`config.mk`:
```
export PLATFORM = sky130hd
export DESIGN_NAME = ps2_key_sender
export DESIGN_NICKNAME = d
export VERILOG_FILES = /design/src/rtl/ps2_pkg.sv /design/src/rtl/ps2_frame_tx.sv /design/src/rtl/ps2_key_sender.sv
export SDC_FILE = /design/constraint.sdc
export NUM_CORES = 1
export LEC_CHECK = 0
export ABC_AREA = 1
export CORE_MARGIN = 1
export CORE_UTILIZATION = 50
export CTS_CLUSTER_DIAMETER = 100
export DETAILED_ROUTE_END_ITERATION = 7
export PLACE_DENSITY_LB_ADDON = 0.12
export SYNTH_ARGS = -nofsm -noshare
export SYNTH_HDL_FRONTEND = slang
export SYNTH_HIERARCHICAL = 1
export SYNTH_SLANG_ARGS = --single-unit
```
`constraint.sdc`:
```
create_clock -name clk -period 2.95 [get_ports clk]
set_clock_uncertainty 0.1 [all_clocks]
set_input_delay 0.59 -clock clk [delete_from_list [all_inputs] [get_ports clk]]
set_output_delay 0.59 -clock clk [all_outputs]
set_load 0.02 [all_outputs]
```
`src/rtl/ps2_pkg.sv`:
```
// ps2_pkg: shared constants, state encoding and parity helper for the PS/2 key sender
package ps2_pkg;
  localparam logic [7:0] PS2_BREAK = 8'hF0;
  localparam int PS2_FRAME_BITS = 11;
  typedef enum logic [1:0] {IDLE, BIT_HI, BIT_LO, GAP} state_t;
  function automatic logic odd_parity(input logic [7:0] b);
    return ~^b;
  endfunction
endpackage

```
`src/rtl/ps2_frame_tx.sv`:
```
// ps2_frame_tx: serializes one byte as an 11-bit PS/2 device-to-host frame
module ps2_frame_tx
  import ps2_pkg::*;
#(
  parameter int CLK_DIV = 2500
) (
  input  logic       clk,
  input  logic       rst,
  input  logic       start,
  input  logic [7:0] tx_byte,
  output logic       ps2_clk,
  output logic       ps2_data,
  output logic       frame_done
);
  localparam logic [15:0] HALF_LAST = 16'(CLK_DIV - 1);
  localparam logic [3:0] LAST_BIT = 4'(PS2_FRAME_BITS - 1);
  state_t state, state_n;
  logic [15:0] cnt;
  logic [3:0] idx;
  logic [10:0] sh;
  logic half_end;
  // next-state and outputs; data comes straight from the shift register so it only moves on a low->high step
  always_comb begin
    half_end = cnt == HALF_LAST;
    state_n = (state == IDLE && start) ? BIT_HI :
              (state == BIT_HI && half_end) ? BIT_LO :
              (state == BIT_LO && half_end) ? (idx < LAST_BIT ? BIT_HI : IDLE) : state;
    frame_done = state == BIT_LO && half_end && idx == LAST_BIT;
    ps2_clk = state != BIT_LO;
    ps2_data = state == IDLE ? 1'b1 : sh[0];
  end
  // state, half-period counter (cleared on every state change) and shift register
  always_ff @(posedge clk or posedge rst) begin
    if (rst) begin
      state <= IDLE;
      cnt <= '0;
      idx <= '0;
      sh <= '0;
    end else begin
      state <= state_n;
      cnt <= (state_n != state || state == IDLE) ? '0 : cnt + 16'd1;
      if (state == IDLE && start) begin
        sh <= {1'b1, odd_parity(tx_byte), tx_byte, 1'b0};
        idx <= '0;
      end else if (state == BIT_LO && half_end && state_n == BIT_HI) begin
        sh <= sh >> 1;
        idx <= idx + 4'd1;
      end
    end
  end
endmodule

```
`src/rtl/ps2_key_sender.sv`:
```
// ps2_key_sender: sends a key's make (and optional break) byte sequence as PS/2 frames with idle gaps
module ps2_key_sender
  import ps2_pkg::*;
#(
  parameter int CLK_DIV = 2500,
  parameter int GAP_CYCLES = 5000
) (
  input  logic       clk,
  input  logic       rst,
  input  logic       key_valid,
  input  logic [7:0] key_code,
  input  logic       brk_en,
  output logic       key_ready,
  output logic       ps2_clk,
  output logic       ps2_data,
  output logic       busy,
  output logic       done
);
  localparam logic [15:0] GAP_LAST = 16'(GAP_CYCLES - 1);
  state_t state, state_n;
  logic [15:0] gap_cnt;
  logic [7:0] code_q, tx_byte;
  logic brk_q, start, frame_done, gap_end, more;
  logic [1:0] byte_idx;
  // sequencing: BIT_HI here stands for a whole frame in flight, the serializer owns the bit phases
  always_comb begin
    key_ready = state == IDLE;
    busy = !key_ready;
    gap_end = state == GAP && gap_cnt == GAP_LAST;
    more = brk_q && byte_idx != 2'd2;
    start = (key_valid && key_ready && key_code != PS2_BREAK) || (gap_end && more);
    tx_byte = key_ready ? key_code : (byte_idx == 2'd0 ? PS2_BREAK : code_q);
    done = gap_end && !more;
    state_n = (state == IDLE && start) ? BIT_HI :
              (state == BIT_HI && frame_done) ? GAP :
              gap_end ? (more ? BIT_HI : IDLE) : state;
  end
  // state, gap counter and captured request
  always_ff @(posedge clk or posedge rst) begin
    if (rst) begin
      state <= IDLE;
      gap_cnt <= '0;
      code_q <= '0;
      brk_q <= 1'b0;
      byte_idx <= '0;
    end else begin
      state <= state_n;
      gap_cnt <= (state == GAP && state_n == GAP) ? gap_cnt + 16'd1 : '0;
      if (state == IDLE && start) begin
        code_q <= key_code;
        brk_q <= brk_en;
        byte_idx <= '0;
      end else if (gap_end && more) begin
        byte_idx <= byte_idx + 2'd1;
      end
    end
  end
  ps2_frame_tx #(.CLK_DIV(CLK_DIV)) u_tx (
    .clk(clk),
    .rst(rst),
    .start(start),
    .tx_byte(tx_byte),
    .ps2_clk(ps2_clk),
    .ps2_data(ps2_data),
    .frame_done(frame_done)
  );
endmodule

```
==> results of run 1 <==
## flip-flops by register name, summed over array words and instances (netlist names)
name        flops
u_tx/cnt       16
gap_cnt        16
code_q          8
brk_q           1
u_tx/state      2
u_tx/sh        11
u_tx/idx        4
state           2
byte_idx        2
## timing repair
action                                  4_1_cts  5_1_grt
resized for setup                             0        1
hold endpoints to repair                      0        0
hold buffers                                  0        0
endpoints found under the setup margin        0        1
## through the flow
| stage | instances | area [sq um] | power [mW] |
|---|---|---|---|
| floorplan | 513 | 3761 | 0.9014 |
| global placement | 621 | 3984 | 0.9267 |
| detailed placement | 621 | 3984 | 0.9278 |
| CTS | 637 | 4217 | 1.799 |
| global route | 637 | 4219 | 1.830 |
| finish | 637 | 4219 | 1.777 |
## per-layer routing
metal | wire length, um | up-vias
li1 | - | 1664
met1 | 3766 | 1475
met2 | 3610 | 45
met3 | 183 | 13
met4 | 124 | 0
met5 | 0 | -
## power by group
group          switching (mW)  internal [mW]  total [mW]
sequential            0.00292          0.856       0.859
clock                   0.345          0.522       0.867
combinational          0.0302         0.0207      0.0509
total                   0.378           1.40        1.78
## cells in the mapped netlist, drive strengths merged
| master | n | area (sq um) |
|---|---|---|
| nand4 | 9 | 56.30 |
| a21oi | 16 | 83.83 |
| ha | 6 | 75.07 |
| nor3 | 5 | 41.29 |
| nand2 | 146 | 560.5 |
| inv | 55 | 206.5 |
| clkbuf | 1 | 3.750 |
| buf | 12 | 102.6 |
| xnor2 | 7 | 61.31 |
| and3 | 1 | 6.260 |
| o21ai | 33 | 206.5 |
| nand3 | 54 | 275.3 |
| xor2 | 20 | 175.2 |
| o21bai | 1 | 7.510 |
| dfrtp | 62 | 1551 |
| a21boi | 1 | 7.510 |
| or2 | 1 | 6.260 |
| nor4 | 1 | 6.260 |
| nor2 | 82 | 327.8 |
## worst max path at each step
stage	slack (ns)	to	depth (start not counted)
2_1_floorplan	0.96	u_tx/sh[9]$_DFFE_PP0P_	10
3_3_place_gp	0.50	done	6
3_5_place_dp	0.47	done	6
4_1_cts	0.07	done	6
5_1_grt	0.18	busy	2
6_report	0.30	busy	2
## cell type report
class,count,area [sq um],area share (%)
well taps,99,123.9,2.936
flip-flops and latches,62,1551,36.77
clock inverters,5,81.33,1.928
multi-input cells,383,1897,44.96
clock buffers,11,151.4,3.588
repair buffers,22,207.7,4.923
inverters,55,206.4,4.893
## worst register-to-register path: cells and delay by family, from the launching register on
| family | cells | cell delay, ns |
|---|---|---|
| AO/OA/AOI/OAI | 1 | 0.13 |
| flip-flops | 1 | 0.41 |
| adder cells (fa/ha/maj) | 1 | 0.23 |
| AND/OR/NAND/NOR | 8 | 1.43 |
## kinds of logic after synthesis
group | after synthesis
buffers and inverters | 68
and+or+nand+nor | 299
DFF | 62
AOI/OAI and AO/OA | 51
xor gates and xnor gates | 27
adders and majority gates | 6
==> impl_results.md, run 1 <==
- Outcome: finished clean
- Pwr dens: between 400 and 500 nW/um^2
- Arrival @ worst endpoint: 1.96 ns
- Register area share after synthesis: approximately two fifths
- Vias in the first global route: 2955
- Worst r2r dst: u_tx/idx[0]$_DFFE_PP0P_
- Core area: just over 7000 sq um
- YS warnings: 6
- Die ar.: between 7000 and 8000 sq um
- Number of synthesized register bits: 62
- Met2 GRT Util: 34.97%
- Routed via count: 3197
- Starting DRT DRC Count: between 100 and 150
- Clock slew at reported path FFs: roughly 0.07 ns
- Clock Latency Late Sink: 0.34 ns
- WL final: 7685 um
- CP required: around 2.3 ns
- Syn_area_per_cell: roughly 7.3 sq um
- Die width: about 90 um
- LEAKAGE: 1.969 nW
- Crit path max fanout: 19
- FF-to-FF Start: gap_cnt[0]$_DFF_PP0_
- Worst hold start: code_q[6]$_DFFE_PP0P_
- CP Launch Point: state[0]$_DFF_PP0_
- Tcrit/Tclk final: between 80 and 90%
- Clock root cell: clkbuf_8
- Crit path max-delay cell type: clkdlybuf4s50_1
- Final Critical Period: around 2.6 ns
- Reg2Reg Depth: 10
- Ports: 17
- Post-Synth XOR/XNOR Area: about 6.3%
- Met3 GRT Util: 3.638%
- Final count of hold timing violations: 0
- Drt drc: 0
- Nets: 551
- Chip height: a little under 90 um
- Combinational family with the most area after synthesis: simple AND/OR/NAND/NOR gates
- Commonest non-fill, non-tap cells in the layout: nand2_1, nor2_1, dfrtp_1
- GR Overflow Total: 0
- Hold Path Class: reg2reg
- CTS Buf Count: 9
- CP Buf/Inv Count: 1
- Simple-Gate Fraction of Synth Area: 34.03%
- Critical-path cell list: or2_1 -> clkdlybuf4s50_1
- First-pass GRT wire length: between 10000 and 15000 um
- Multiplexer share of the synthesized area: 0%
- WL/cell: 12.06 um
- # rows: 31
- DPL Wire Length: 5556 um
- Port Buf Inserts: 16
- Core Util, Final: 58.17%
- Initial Utilization: between 50% and 60%
- N_diodes: 0
- Critical path startpoint category: register
- Largest net degree at the start of global routing: 34
- WHS Endpoint: code_q[6]$_DFFE_PP0P_
- Worst Setup End Kind: output port
- ANT nets after route: 0
- Crit path kind: reg2out
- Layout area overhead: 12.18%
- Max Cap Viol: 0
- Final Max Tran Viols: 0
- Gpl congestion: 0.8588
- Fmax achieved: 0.3780 GHz
- Fill count: 666
- Slew @ Worst Pin: 0.5570 ns
- Compound-Gate Fraction of Synth Area: 8.117%
- Netlist cell types: 31
- Final Worst Setup Slack: between 0.3 and 0.4 ns
- Global routing usage on met1: 27.67%
- H-tree depth: 3
- # setup viols final: 0
- Synth Net Count: 531
- Setup TNS: 0 ns
- Rel. slew slack: 62.48%
- RSZ-0062 raised after global routing: no
- Clk sink count: 62
- CP peak stage delay: 0.71 ns
- Max clock buf depth: 2
- Hold Crit Depth: 2
- Share of cells above drive strength 1: 7.807%
- Most common cell after layout, fill and taps aside: nand2_1
- Vias per cell: approximately 5
- Delay-heaviest family, CP: buffers and inverters
- Worst hold margin: ~0.38 ns
- Initial DRT Pass Iterations: 4
- CTS tree: yes
- FF-to-FF setup slack: 0.55 ns
- Pre-CTS setup slack: 0.4710 ns
- Worst VDD drop: 259.9 uV
- Adder-cell share of the synthesized area: under 10%
- GR peak layer: met2
- Post-CTS setup buffers: 0
- Syn Inst Count: approximately 510
- All-Layer GR Usage: about a fifth
- Netlist Area Pre-Place: between 3000 and 4000 sq um
- Initial antenna violation count: 0
(Power assumes the default switching activity.)
==> run 2: changes to the inputs <==
--- a/config.mk
+++ b/config.mk
@@ -10,7 +10,7 @@
 export CORE_UTILIZATION = 50
 export CTS_CLUSTER_DIAMETER = 100
 export DETAILED_ROUTE_END_ITERATION = 7
-export PLACE_DENSITY_LB_ADDON = 0.12
+export PLACE_DENSITY = 0.68
 export SYNTH_ARGS = -nofsm -noshare
 export SYNTH_HDL_FRONTEND = slang
 export SYNTH_HIERARCHICAL = 1
==> run 2 against run 1 <==
Worst setup slack got worse by 0.13 ns. Global-route usage rose by 0.18 points. Die area did not move. Critical endpoint is now done.
==> impl_results.md, run 2 (synthesized netlist as in run 1, its figures left out) <==
- Outcome: finished clean
- Routed via count: 3219
- N_diodes: 0
- CP required: 2.26 ns
- Share of cells above drive strength 1: ~7.4%
- Most common cell after layout, fill and taps aside: nand2_1
- # rows: 31
- Hold Crit Depth: 2
- Delay-heaviest family, CP: buffers and inverters
- Vias per cell: 5.061
- Fmax achieved: 0.3602 GHz
- Max clock buf depth: 2
- Slew @ Worst Pin: about 0.53 ns
- Multi-input logic area: 1903 sq um
- Largest net degree at the start of global routing: 34
- Worst VDD drop: 275.6 uV
- Final count of hold timing violations: 0
- First-pass GRT wire length: 13100 um
- Die ar.: approximately 7900 sq um
- Initial DRT Pass Iterations: 4
- Max Cap Viol: 0
- CTS Buf Count: 9
- H-tree depth: 3
- Ports: 17
- Port Buf Inserts: 16
- GR Overflow Total: 0
- WL/cell: approximately 12 um
- Pwr dens: 373.9 nW/um^2
- FF-to-FF setup slack: roughly 0.52 ns
- All-Layer GR Usage: 21.54%
- Post-CTS setup buffers: 0
- Worst Setup End Kind: output port
- RSZ-0062 raised after global routing: no
- # setup viols final: 0
- WL final: 7617 um
- LEAKAGE: 1.917 nW
- Critical-path cell list: ha_1 -> nand2_1 -> nor4_2 -> nand3_1 -> nor2_1 -> clkdlybuf4s50_1
- Crit path max fanout: 5
- Clock slew at reported path FFs: 0.06 ns
- Chip height: 88.73 um
- Rel. slew slack: 64.26%
- Register Area: around 1600 sq um
- Arrival @ worst endpoint: 2.09 ns
- Fill count: approximately 700
- Final Critical Period: 2.777 ns
- ANT nets after route: 0
- Initial antenna violation count: 0
- Commonest non-fill, non-tap cells in the layout: nand2_1, nor2_1, dfrtp_1
- Clock root cell: clkbuf_8
- CP Buf/Inv Count: 1
- CTS tree: yes
- Power Total: 1.554 mW
- Initial Utilization: 51.85%
- Crit path kind: reg2out
- Clock Latency Late Sink: roughly 0.34 ns
- Hold Path Class: reg2reg
- Tcrit/Tclk final: 94.12%
- Layout area overhead: 10.51%
- Reg2Reg Depth: 10
- Drt drc: 0
- Top flop regs: gap_cnt: 16 flops, u_tx/cnt: 16 flops, u_tx/sh: 11 flops
- Worst path depth: 6
- Starting DRT DRC Count: 116
- Crit path max-delay cell type: clkdlybuf4s50_1
- DPL Wire Length: 5519 um
- Gpl congestion: 0.8636
- Core area: 7253 sq um
- Critical path startpoint category: register
- CP peak stage delay: a little over 0.6 ns
- Vias in the first global route: about 3000
- Clk sink count: 62
- Final Max Tran Viols: 0
- Die width: 88.73 um
- # hold bufs at CTS: 0
- Post-cts resize count: 0
- Setup TNS: 0 ns
- Nets: 551
run 2: cell types whose count changed in the layout (fill, tap and decap cells not counted), sizes merged:
cell,change
clkdlybuf4s50,+1
clkbuf,+1
bufinv,-2
dlymetal6s2s,-1
run 2: final cells by class:
class,count,share of cell area [%]
Clock buffer,12,3.492
Clock inverter,3,0.5117
Inverter,55,4.967
Multi-Input combinational cell,383,45.79
Sequential cell,62,37.33
Tap cell,99,2.980
Timing Repair Buffer,22,4.937
run 2: worst register-to-register path, stage by stage, from the launching register on:
cell     delay (ns)
dfrtp_1        0.41
ha_1           0.22
nand2_1        0.14
nor2_1         0.17
nand2_1        0.07
nor2_1         0.09
nand3_1        0.16
nand2_1        0.15
nand3_1        0.26
nand2_1        0.41
o21ai_0        0.13
run 2: power breakdown:
group	internal (mW)	switching, mW
Combinational	0.0207	0.0298
Clock	0.324	0.321
Sequential	0.856	0.00275
run 2: worst paths after layout:
kind | from | endpoint
max | gap_cnt[0]$_DFF_PP0_ | done
min | code_q[4]$_DFFE_PP0P_ | code_q[4]$_DFFE_PP0P_
max reg2reg | gap_cnt[0]$_DFF_PP0_ | u_tx/sh[0]$_DFFE_PP0P_
min reg2reg | code_q[4]$_DFFE_PP0P_ | code_q[4]$_DFFE_PP0P_
max in group asynchronous | rst | u_tx/sh[6]$_DFFE_PP0P_
min in group asynchronous | rst | gap_cnt[12]$_DFF_PP0_
run 2: stage by stage:
stage,worst slack [ns],area (sq um),utilization [%],hold slack (ns),cells
after global routing,0.02164,4156,57.31,0.3996,636
after CTS,0.1092,4150,57.22,0.3805,636
after global placement,0.4651,3984,54.93,0.3576,621
after floorplan,0.9645,3761,-,0.3496,513
final,0.1734,4156,57.31,0.3758,636
after detailed placement,0.4064,3984,54.93,0.3634,621
run 2: per-layer routing:
layer,global-route usage [%],part of all wire (%),vias to the layer above,wire length [um]
met5,0,0,-,0
met4,5.425,1.0,0,76
met3,5.877,3.1,8,235
met2,36.29,50,47,3772
met1,27.43,46,1503,3533
li1,-,-,1661,-
